## src/rtl/iob_sram_port_arbiter_if.sv

```systemverilog
// iob_sram_port_arbiter_if: requester and SRAM bus bundle for the arbiter; slave = arbiter side, master = requesters + SRAM side
interface iob_sram_port_arbiter_if #(
  parameter int AW = 12,
  parameter int DW = 256
);
  localparam int BW = DW / 8;
  logic          w0_req, w1_req;
  logic [AW-1:0] w0_addr, w1_addr;
  logic [DW-1:0] w0_data, w1_data;
  logic [BW-1:0] w0_be, w1_be;
  logic          w0_gnt, w1_gnt;
  logic          r0_req, r1_req;
  logic [AW-1:0] r0_addr, r1_addr;
  logic          r0_gnt, r1_gnt;
  logic          r0_rvalid, r1_rvalid;
  logic [DW-1:0] r0_rdata, r1_rdata;
  logic          sram_ena, sram_wea;
  logic [BW-1:0] sram_be;
  logic [AW-1:0] sram_addra;
  logic [DW-1:0] sram_dina;
  logic          sram_enb;
  logic [AW-1:0] sram_addrb;
  logic [DW-1:0] sram_doutb;
  modport slave (
    input  w0_req, w1_req, w0_addr, w1_addr, w0_data, w1_data, w0_be, w1_be,
    input  r0_req, r1_req, r0_addr, r1_addr, sram_doutb,
    output w0_gnt, w1_gnt, r0_gnt, r1_gnt, r0_rvalid, r1_rvalid, r0_rdata, r1_rdata,
    output sram_ena, sram_wea, sram_be, sram_addra, sram_dina, sram_enb, sram_addrb
  );
  modport master (
    output w0_req, w1_req, w0_addr, w1_addr, w0_data, w1_data, w0_be, w1_be,
    output r0_req, r1_req, r0_addr, r1_addr, sram_doutb,
    input  w0_gnt, w1_gnt, r0_gnt, r1_gnt, r0_rvalid, r1_rvalid, r0_rdata, r1_rdata,
    input  sram_ena, sram_wea, sram_be, sram_addra, sram_dina, sram_enb, sram_addrb
  );
endinterface

```

## src/rtl/iob_sram_port_arbiter.sv

```systemverilog
// iob_sram_port_arbiter: two writers and two readers sharing a simple-dual-port SRAM via round-robin arbiters; clk/rst plain, everything else on bus
module iob_sram_port_arbiter #(
  parameter int AW = 12,
  parameter int DW = 256
) (
  input logic clk,
  input logic rst,
  iob_sram_port_arbiter_if.slave bus
);
  localparam int BW = DW / 8;
  logic          w_any, w_sel, w_go, r_any, r_sel, r_go, col;
  logic [AW-1:0] w_addr, r_addr;
  logic          w_last_q, w_last_d, r_last_q, r_last_d;
  logic          ena_q, ena_d, enb_q, enb_d, tag_q, tag_d, rv_q, rv_d, rtag_q, rtag_d;
  logic [AW-1:0] addra_q, addra_d, addrb_q, addrb_d;
  logic [DW-1:0] dina_q, dina_d;
  logic [BW-1:0] be_q, be_d;
  always_comb begin
    w_any    = bus.w0_req | bus.w1_req;
    w_sel    = (bus.w0_req & bus.w1_req) ? ~w_last_q : bus.w1_req;
    w_addr   = w_sel ? bus.w1_addr : bus.w0_addr;
    r_any    = bus.r0_req | bus.r1_req;
    r_sel    = (bus.r0_req & bus.r1_req) ? ~r_last_q : bus.r1_req;
    r_addr   = r_sel ? bus.r1_addr : bus.r0_addr;
    // a read to the address being written this cycle would race the commit; hold it one cycle
    col      = w_any & r_any & (r_addr == w_addr);
    w_go     = w_any & ~rst;
    r_go     = r_any & ~col & ~rst;
    w_last_d = w_go ? w_sel : w_last_q;
    r_last_d = r_go ? r_sel : r_last_q;
    ena_d    = w_go;
    addra_d  = w_go ? w_addr : addra_q;
    dina_d   = w_go ? (w_sel ? bus.w1_data : bus.w0_data) : dina_q;
    be_d     = w_go ? (w_sel ? bus.w1_be : bus.w0_be) : be_q;
    enb_d    = r_go;
    addrb_d  = r_go ? r_addr : addrb_q;
    tag_d    = r_go ? r_sel : tag_q;
    rv_d     = enb_q;
    rtag_d   = tag_q;
  end
  always_ff @(posedge clk) begin
    addra_q <= addra_d;
    dina_q  <= dina_d;
    be_q    <= be_d;
    addrb_q <= addrb_d;
    if (rst) begin
      w_last_q <= 1'b1;
      r_last_q <= 1'b1;
      ena_q    <= 1'b0;
      enb_q    <= 1'b0;
      tag_q    <= 1'b0;
      rv_q     <= 1'b0;
      rtag_q   <= 1'b0;
    end else begin
      w_last_q <= w_last_d;
      r_last_q <= r_last_d;
      ena_q    <= ena_d;
      enb_q    <= enb_d;
      tag_q    <= tag_d;
      rv_q     <= rv_d;
      rtag_q   <= rtag_d;
    end
  end
  assign bus.w0_gnt     = w_go & ~w_sel;
  assign bus.w1_gnt     = w_go & w_sel;
  assign bus.r0_gnt     = r_go & ~r_sel;
  assign bus.r1_gnt     = r_go & r_sel;
  assign bus.sram_ena   = ena_q;
  assign bus.sram_wea   = ena_q;
  assign bus.sram_be    = be_q;
  assign bus.sram_addra = addra_q;
  assign bus.sram_dina  = dina_q;
  assign bus.sram_enb   = enb_q;
  assign bus.sram_addrb = addrb_q;
  assign bus.r0_rvalid  = rv_q & ~rtag_q;
  assign bus.r1_rvalid  = rv_q & rtag_q;
  assign bus.r0_rdata   = bus.sram_doutb;
  assign bus.r1_rdata   = bus.sram_doutb;
endmodule

```

## src/flat_wrapper.sv

```systemverilog
// flat-port wrapper written by rule: the top's interface ports become plain ports
module iob_sram_port_arbiter_flat 
#(
  parameter int AW = 12,
  parameter int DW = 256
)
  (clk, rst, bus_w0_req, bus_w1_req, bus_w0_addr, bus_w1_addr, bus_w0_data, bus_w1_data, bus_w0_be, bus_w1_be, bus_r0_req, bus_r1_req, bus_r0_addr, bus_r1_addr, bus_sram_doutb, bus_w0_gnt, bus_w1_gnt, bus_r0_gnt, bus_r1_gnt, bus_r0_rvalid, bus_r1_rvalid, bus_r0_rdata, bus_r1_rdata, bus_sram_ena, bus_sram_wea, bus_sram_be, bus_sram_addra, bus_sram_dina, bus_sram_enb, bus_sram_addrb);
  iob_sram_port_arbiter_if #(.AW(AW), .DW(DW)) bus_i ();
  input logic clk;
  input logic rst;
  input wire logic [$bits(bus_i.w0_req)-1:0] bus_w0_req;
  input wire logic [$bits(bus_i.w1_req)-1:0] bus_w1_req;
  input wire logic [$bits(bus_i.w0_addr)-1:0] bus_w0_addr;
  input wire logic [$bits(bus_i.w1_addr)-1:0] bus_w1_addr;
  input wire logic [$bits(bus_i.w0_data)-1:0] bus_w0_data;
  input wire logic [$bits(bus_i.w1_data)-1:0] bus_w1_data;
  input wire logic [$bits(bus_i.w0_be)-1:0] bus_w0_be;
  input wire logic [$bits(bus_i.w1_be)-1:0] bus_w1_be;
  input wire logic [$bits(bus_i.r0_req)-1:0] bus_r0_req;
  input wire logic [$bits(bus_i.r1_req)-1:0] bus_r1_req;
  input wire logic [$bits(bus_i.r0_addr)-1:0] bus_r0_addr;
  input wire logic [$bits(bus_i.r1_addr)-1:0] bus_r1_addr;
  input wire logic [$bits(bus_i.sram_doutb)-1:0] bus_sram_doutb;
  output wire logic [$bits(bus_i.w0_gnt)-1:0] bus_w0_gnt;
  output wire logic [$bits(bus_i.w1_gnt)-1:0] bus_w1_gnt;
  output wire logic [$bits(bus_i.r0_gnt)-1:0] bus_r0_gnt;
  output wire logic [$bits(bus_i.r1_gnt)-1:0] bus_r1_gnt;
  output wire logic [$bits(bus_i.r0_rvalid)-1:0] bus_r0_rvalid;
  output wire logic [$bits(bus_i.r1_rvalid)-1:0] bus_r1_rvalid;
  output wire logic [$bits(bus_i.r0_rdata)-1:0] bus_r0_rdata;
  output wire logic [$bits(bus_i.r1_rdata)-1:0] bus_r1_rdata;
  output wire logic [$bits(bus_i.sram_ena)-1:0] bus_sram_ena;
  output wire logic [$bits(bus_i.sram_wea)-1:0] bus_sram_wea;
  output wire logic [$bits(bus_i.sram_be)-1:0] bus_sram_be;
  output wire logic [$bits(bus_i.sram_addra)-1:0] bus_sram_addra;
  output wire logic [$bits(bus_i.sram_dina)-1:0] bus_sram_dina;
  output wire logic [$bits(bus_i.sram_enb)-1:0] bus_sram_enb;
  output wire logic [$bits(bus_i.sram_addrb)-1:0] bus_sram_addrb;
  assign bus_i.w0_req = bus_w0_req;
  assign bus_i.w1_req = bus_w1_req;
  assign bus_i.w0_addr = bus_w0_addr;
  assign bus_i.w1_addr = bus_w1_addr;
  assign bus_i.w0_data = bus_w0_data;
  assign bus_i.w1_data = bus_w1_data;
  assign bus_i.w0_be = bus_w0_be;
  assign bus_i.w1_be = bus_w1_be;
  assign bus_i.r0_req = bus_r0_req;
  assign bus_i.r1_req = bus_r1_req;
  assign bus_i.r0_addr = bus_r0_addr;
  assign bus_i.r1_addr = bus_r1_addr;
  assign bus_i.sram_doutb = bus_sram_doutb;
  assign bus_w0_gnt = bus_i.w0_gnt;
  assign bus_w1_gnt = bus_i.w1_gnt;
  assign bus_r0_gnt = bus_i.r0_gnt;
  assign bus_r1_gnt = bus_i.r1_gnt;
  assign bus_r0_rvalid = bus_i.r0_rvalid;
  assign bus_r1_rvalid = bus_i.r1_rvalid;
  assign bus_r0_rdata = bus_i.r0_rdata;
  assign bus_r1_rdata = bus_i.r1_rdata;
  assign bus_sram_ena = bus_i.sram_ena;
  assign bus_sram_wea = bus_i.sram_wea;
  assign bus_sram_be = bus_i.sram_be;
  assign bus_sram_addra = bus_i.sram_addra;
  assign bus_sram_dina = bus_i.sram_dina;
  assign bus_sram_enb = bus_i.sram_enb;
  assign bus_sram_addrb = bus_i.sram_addrb;
  iob_sram_port_arbiter #(.AW(AW), .DW(DW)) u_core (.clk(clk), .rst(rst), .bus(bus_i));
endmodule
```

## config.mk

```make
export PLATFORM = sky130hd
export DESIGN_NAME = iob_sram_port_arbiter_flat
export DESIGN_NICKNAME = d
export VERILOG_FILES = /design/src/rtl/iob_sram_port_arbiter_if.sv /design/src/rtl/iob_sram_port_arbiter.sv /design/src/flat_wrapper.sv
export SDC_FILE = /design/constraint.sdc
export NUM_CORES = 1
export LEC_CHECK = 0
export ABC_AREA = 1
export CAP_MARGIN = 15
export CORE_AREA = 4 4 664 666
export CTS_CLUSTER_SIZE = 14
export DETAILED_ROUTE_END_ITERATION = 10
export DIE_AREA = 0 0 668 670
export PLACE_DENSITY = 0.3
export RECOVER_POWER = 50
export SYNTH_ARGS = -nofsm -noshare
export SYNTH_HDL_FRONTEND = slang
export SYNTH_SLANG_ARGS = --single-unit
```

## constraint.sdc

```tcl
create_clock -name clk -period 19.7 [get_ports clk]
set_input_delay 1.97 -clock clk [delete_from_list [all_inputs] [get_ports clk]]
set_output_delay 1.97 -clock clk [all_outputs]
set_load 0.02 [all_outputs]
```

[Yosys cells after proc, flatten, opt, wreduce, memory -nomap -nowiden]
Index checks and enable logic that the tools add are counted.
Storage, ports and cells
  register bits after elaboration: 319
  bits of input ports: 886
  output and inout bits: 833
  word-level logic and storage cells: 40
Operators by class
  equality and inequality tests: 1
  muxes and demuxes: 6
  bitwise logic cells: 22
Operator list (number)
  $mux W256: 1
  $mux W32: 1
  $mux W12: 2
  $and A1 B1 Y1: 13
  $eq A12 B12 Y1: 1
  $not A1 Y1: 7
  $mux W1: 2
  $or A1 B1 Y1: 2

[Depth between registers and ports, before layout]
  depth after elaboration: 9
  gate-level depth with buffers: 15
  mapped depth without buffers: 14

[Least setup slack after synthesis]
Ideal clock, no wire load.
  path kind: input port to flip-flop
  from: in bus_w1_req
  to: reg u_core.addra_q[0], in the netlist u_core.bus.sram_addra[0], enable pin
  library setup time: 0.966 ns
  data arrival time: 14.666 ns
  data required time: 18.734 ns
  path slack: 4.068 ns
  stages on the path: 3
  cell sequence: buf_2 > nor2_1 > nor2_1
On the way
  longest elaborated chain between the ends: 2
RTL lines
  start: declaration: line flat_wrapper.sv:12  | input wire logic [$bits(bus_i.w1_req)-1:0] bus_w1_req;
  $or A1 B1 Y1: line iob_sram_port_arbiter.sv:19  | w_any = bus.w0_req | bus.w1_req;
  $and A1 B1 Y1: line iob_sram_port_arbiter.sv:27  | w_go = w_any & ~rst;
  net u_core.ena_d: line iob_sram_port_arbiter.sv:14  | logic ena_q, ena_d, enb_q, enb_d, tag_q, tag_d, rv_q, rv_d, rtag_q, rtag_d;
  end signal: assignment: line iob_sram_port_arbiter.sv:42  | addra_q <= addra_d;
  end: declaration: line iob_sram_port_arbiter.sv:15  | logic [AW-1:0] addra_q, addra_d, addrb_q, addrb_d;
The timed path passes the listed nets, and every way through them passes these cells.
A chain may end at the register's enable or synchronous reset.

[Worst setup path after layout]
  from: in bus_w0_req
  to: out bus_r0_gnt
On the way
  longest elaborated chain between the ends: 9
  elaborated cells between the ends (all ways): 11
  classes of those cells: eq/ne (1); mux (2); bitwise (8)
RTL lines
  start: declaration: line flat_wrapper.sv:11  | input wire logic [$bits(bus_i.w0_req)-1:0] bus_w0_req;
  $and A1 B1 Y1: line iob_sram_port_arbiter.sv:20  | w_sel = (bus.w0_req & bus.w1_req) ? ~w_last_q : bus.w1_req;
  $mux W1: line iob_sram_port_arbiter.sv:20
  $mux W12: line iob_sram_port_arbiter.sv:21  | w_addr = w_sel ? bus.w1_addr : bus.w0_addr;
  net u_core.w_addr[11]: line iob_sram_port_arbiter.sv:12  | logic [AW-1:0] w_addr, r_addr;
  $eq A12 B12 Y1: line iob_sram_port_arbiter.sv:26  | col = w_any & r_any & (r_addr == w_addr);
  $and A1 B1 Y1: line iob_sram_port_arbiter.sv:26
  $not A1 Y1: line iob_sram_port_arbiter.sv:28  | r_go = r_any & ~col & ~rst;
  $and A1 B1 Y1 (2 in a row): line iob_sram_port_arbiter.sv:28
  $and A1 B1 Y1: line iob_sram_port_arbiter.sv:66  | assign bus.r0_gnt = r_go & ~r_sel;
  end: declaration: line flat_wrapper.sv:26  | output wire logic [$bits(bus_i.r0_gnt)-1:0] bus_r0_gnt;
The timed path passes the listed nets, and every way through them passes these cells.

==> results.sh <==
export IMPL_outcome="finished with violations"
export IMPL_violations="max-capacitance violations, max-slew violations"
export IMPL_io_pins=1719
export IMPL_drt_initial_drc_count=1143
export IMPL_numClockSinks=319
export IMPL_leakagePower_nw=10.9
export IMPL_crit_family="simple AND/OR/NAND/NOR gates"
export IMPL_post_route_util=0.0739
export IMPL_ir_drop_uv=52.2
export IMPL_die_h_um=670
export IMPL_slowest_delay_ns=2.57
export IMPL_antenna_found_initial=176
export IMPL_endpoint_kind="output port"
export IMPL_path_cells="dlygate4sd3_1 -> nand2_1 -> nand2_1 -> inv_8 -> nand2_1 -> nand2_1 -> nand3_1 -> nand3_1 -> nor2_2 -> nand2_2 -> nand4_1 -> inv_1 -> clkdlybuf4s50_1"
export IMPL_wl_um=256000
export IMPL_start_util=0.0415
export IMPL_cap_violations=3
export IMPL_drive_gt1_frac=0.0352
export IMPL_yosys_area_top_type="edfxtp_1"
export IMPL_max_freq_mhz=89.5
export IMPL_gp_congestion=0.874
export IMPL_hold_slack_ns=0.419
export IMPL_min_path_cells=2
export IMPL_cts_hold_fix_buffers=0
export IMPL_synthTopCellsByArea="edfxtp_1 (52%), buf_4 (21%), nand2_1 (21%)"
export IMPL_cts_tree="built"
export IMPL_first_pass_iters=5
export IMPL_dieArea_um2=448000
export IMPL_path_class="primary input to output port"
export IMPL_hold_start="u_core.bus.sram_enb$_SDFF_PP0_"
export IMPL_cpMostUsedCell="nand2_1"
export IMPL_dp_slack_ns=11.92
export IMPL_grt_pass1_wl_um=293000
export IMPL_power_total_mw=2.17
export IMPL_wl_met1_um=68500
export IMPL_finalMaxSlewViolations=138
export IMPL_fin_crit_sh=0.567
export IMPL_fin_cells=8232
export IMPL_tightest_slew_ns=4.27
export IMPL_min_to="u_core.rv_q$_SDFF_PP0_"
export IMPL_critPathRequiredTime_ns=17.73
export IMPL_cts_root_buf="clkbuf_16"
export IMPL_rows=242
export IMPL_avgSynthCellArea_um2=8.97
export IMPL_dp_cells=8119
export IMPL_worstReg2RegEnd="u_core.bus.sram_dina[43]$_DFFE_PP_"
export IMPL_antenna_left=0
export IMPL_overflow=0
export IMPL_cts_setup_buffers=0
export IMPL_num_vias=16200
export IMPL_cp_arrival_ns=9.20
export IMPL_fin_setup_tns_ns=0
export IMPL_filler_cell_count=50900
export IMPL_fp_dieW_um=668
export IMPL_syn2layout_area_growth_pct=78.1
export IMPL_yosysWarningCount=0
export IMPL_synthDominantCellAreaShare=0.520
export IMPL_wl_met2_um=139000
export IMPL_fin_area_um2=32100
export IMPL_hold_viol=0
export IMPL_rr_startpoint="u_core.w_last_q$_SDFFE_PP1P_"
export IMPL_placed_cell_area_um2=30600
export IMPL_port_buffers=950
export IMPL_synth_ff_latch_count=319
export IMPL_wire_per_inst_um=31.0
export IMPL_grt_usage=0.109
export IMPL_critPathLaunchType="primary input"
export IMPL_r2r_setup_slack_ns=12.11
export IMPL_dp_hpwl_um=233000
export IMPL_nets=3320
export IMPL_fp_coreArea_um2=434000
export IMPL_synth_cell_types=22
export IMPL_grt_pass1_vias=16300
export IMPL_clk_pin_slew_ns=0.05
export IMPL_post_drt_via_cell_ratio=1.96
export IMPL_fin_ws_ns=8.53
export IMPL_cts_resized=0
export IMPL_slew_headroom=-1.85
export IMPL_routed_wl_met3_um=36800
export IMPL_rsz0062_at_grt="no"
export IMPL_clock_latency_ns=0.67
export IMPL_highest_layer="met5"
export IMPL_htree_levels=2
export IMPL_grt_max_degree=145
export IMPL_cp_slowest_cell="nand2_1"
export IMPL_syn_area_um2=18000
export IMPL_skew_ns=0.0219
export IMPL_syn_nets=2896
export IMPL_min_path_type="register to register"
export IMPL_period_minus_slack_ns=11.17
export IMPL_final_setup_viol_count=0
export IMPL_clock_path_buffers=3
export IMPL_syn_inst=2010
export IMPL_r2r_cells=8
export IMPL_cp_buffers_inverters=4
export IMPL_power_density_nw_per_um2=67.7
export IMPL_drc_errors=0
export IMPL_cts_buffers=47
export IMPL_cp_max_fo=100
export IMPL_cp_depth=13
export IMPL_ys_seq_area_frac=0.527
routing by layer:
layer / up-vias / track usage
met1: 7403 / 0.0869
li1: 6709 / -
met5: - / 0.00183
met4: 18 / 0.0366
met3: 509 / 0.0675
met2: 1525 / 0.214
synth_stat cells:
cell type,instances
buf_1,4
buf_2,34
buf_4,515
buf_6,5
buf_8,1
clkbuf_1,31
dfxtp_1,7
edfxtp_1,312
inv_1,35
nand2_1,992
nand2_2,5
nand2_4,2
nand3_1,25
nand3_2,1
nand3b_1,17
nand4_1,2
nor2_1,15
nor2_2,2
nor3_1,2
o21ai_0,1
o21ai_1,1
or2_2,1
cell families (layout without fill, tap and decap cells):
kind of cell,after synthesis,count (layout),share of synthesized area
simple gates,1064,1064,0.230
buf+inv,625,1086,0.242
flops,319,319,0.527
compound gates,2,2,0.000555
other cells,0,27,0
flip-flops by register name (all words and copies together) (netlist names), 12 cells and up:
| signal | cells |
|---|---|
| u_core.bus.sram_dina | 256 |
| u_core.bus.sram_addrb | 12 |
| u_core.bus.sram_be | 32 |
| u_core.bus.sram_addra | 12 |
layout make-up:
cell class,instances,area (µm²),area share
inverters,35,139,0.00433
clock buffers,59,1260,0.0393
diodes,27,67.6,0.00210
multi-input cells,1066,4130,0.129
flip-flops and latches,319,9510,0.296
well taps,5734,7170,0.223
clock inverters,27,198,0.00616
repair buffers,965,9620,0.300
where the power goes:
part	leakage, nW	switching [mW]	internal, mW
logic	7.16	0.286	0.206
registers	3.08	0.0153	0.811
clock network	0.706	0.387	0.467
total	10.9	0.688	1.48
worst max path at each step:
| stage | startpoint | to | slack (ns) |
|---|---|---|---|
| floorplan | bus_w1_req | u_core.bus.sram_addra[0]$_DFFE_PP_ | 4.07 |
| global placement | bus_w0_req | bus_r0_gnt | 11.92 |
| detailed placement | bus_w0_req | bus_r0_gnt | 11.92 |
| CTS | bus_w0_req | bus_r0_gnt | 11.91 |
| global route | bus_w0_req | bus_r0_gnt | 7.82 |
| finish | bus_w0_req | bus_r0_gnt | 8.53 |
worst min-delay path: stages, from the launching register on:
cell and delay (ns):
dfxtp_1 0.30, inv_1 0.05, nor2_1 0.03
placed cells by master (no fill, tap or decap), types with 2 or more instances in the layout:
master | netlist | final
nand2_1 | 992 | 996
clkinv_2 | 0 | 8
nor2_1 | 15 | 15
nor3_1 | 2 | 2
clkinvlp_4 | 0 | 3
dfxtp_1 | 7 | 7
clkbuf_1 | 31 | 16
inv_1 | 35 | 34
nand3b_1 | 17 | 17
clkbuf_8 | 0 | 2
nand3_1 | 25 | 25
clkbuf_16 | 0 | 48
clkinv_1 | 0 | 11
dlygate4sd3_1 | 0 | 302
edfxtp_1 | 312 | 312
buf_12 | 0 | 3
clkinv_4 | 0 | 2
diode_2 | 0 | 27
nand4_1 | 2 | 2
nand2_2 | 5 | 2
clkdlybuf4s50_1 | 0 | 643
buf_4 | 515 | 10
nor2_2 | 2 | 2
(Power assumes the default switching activity.)
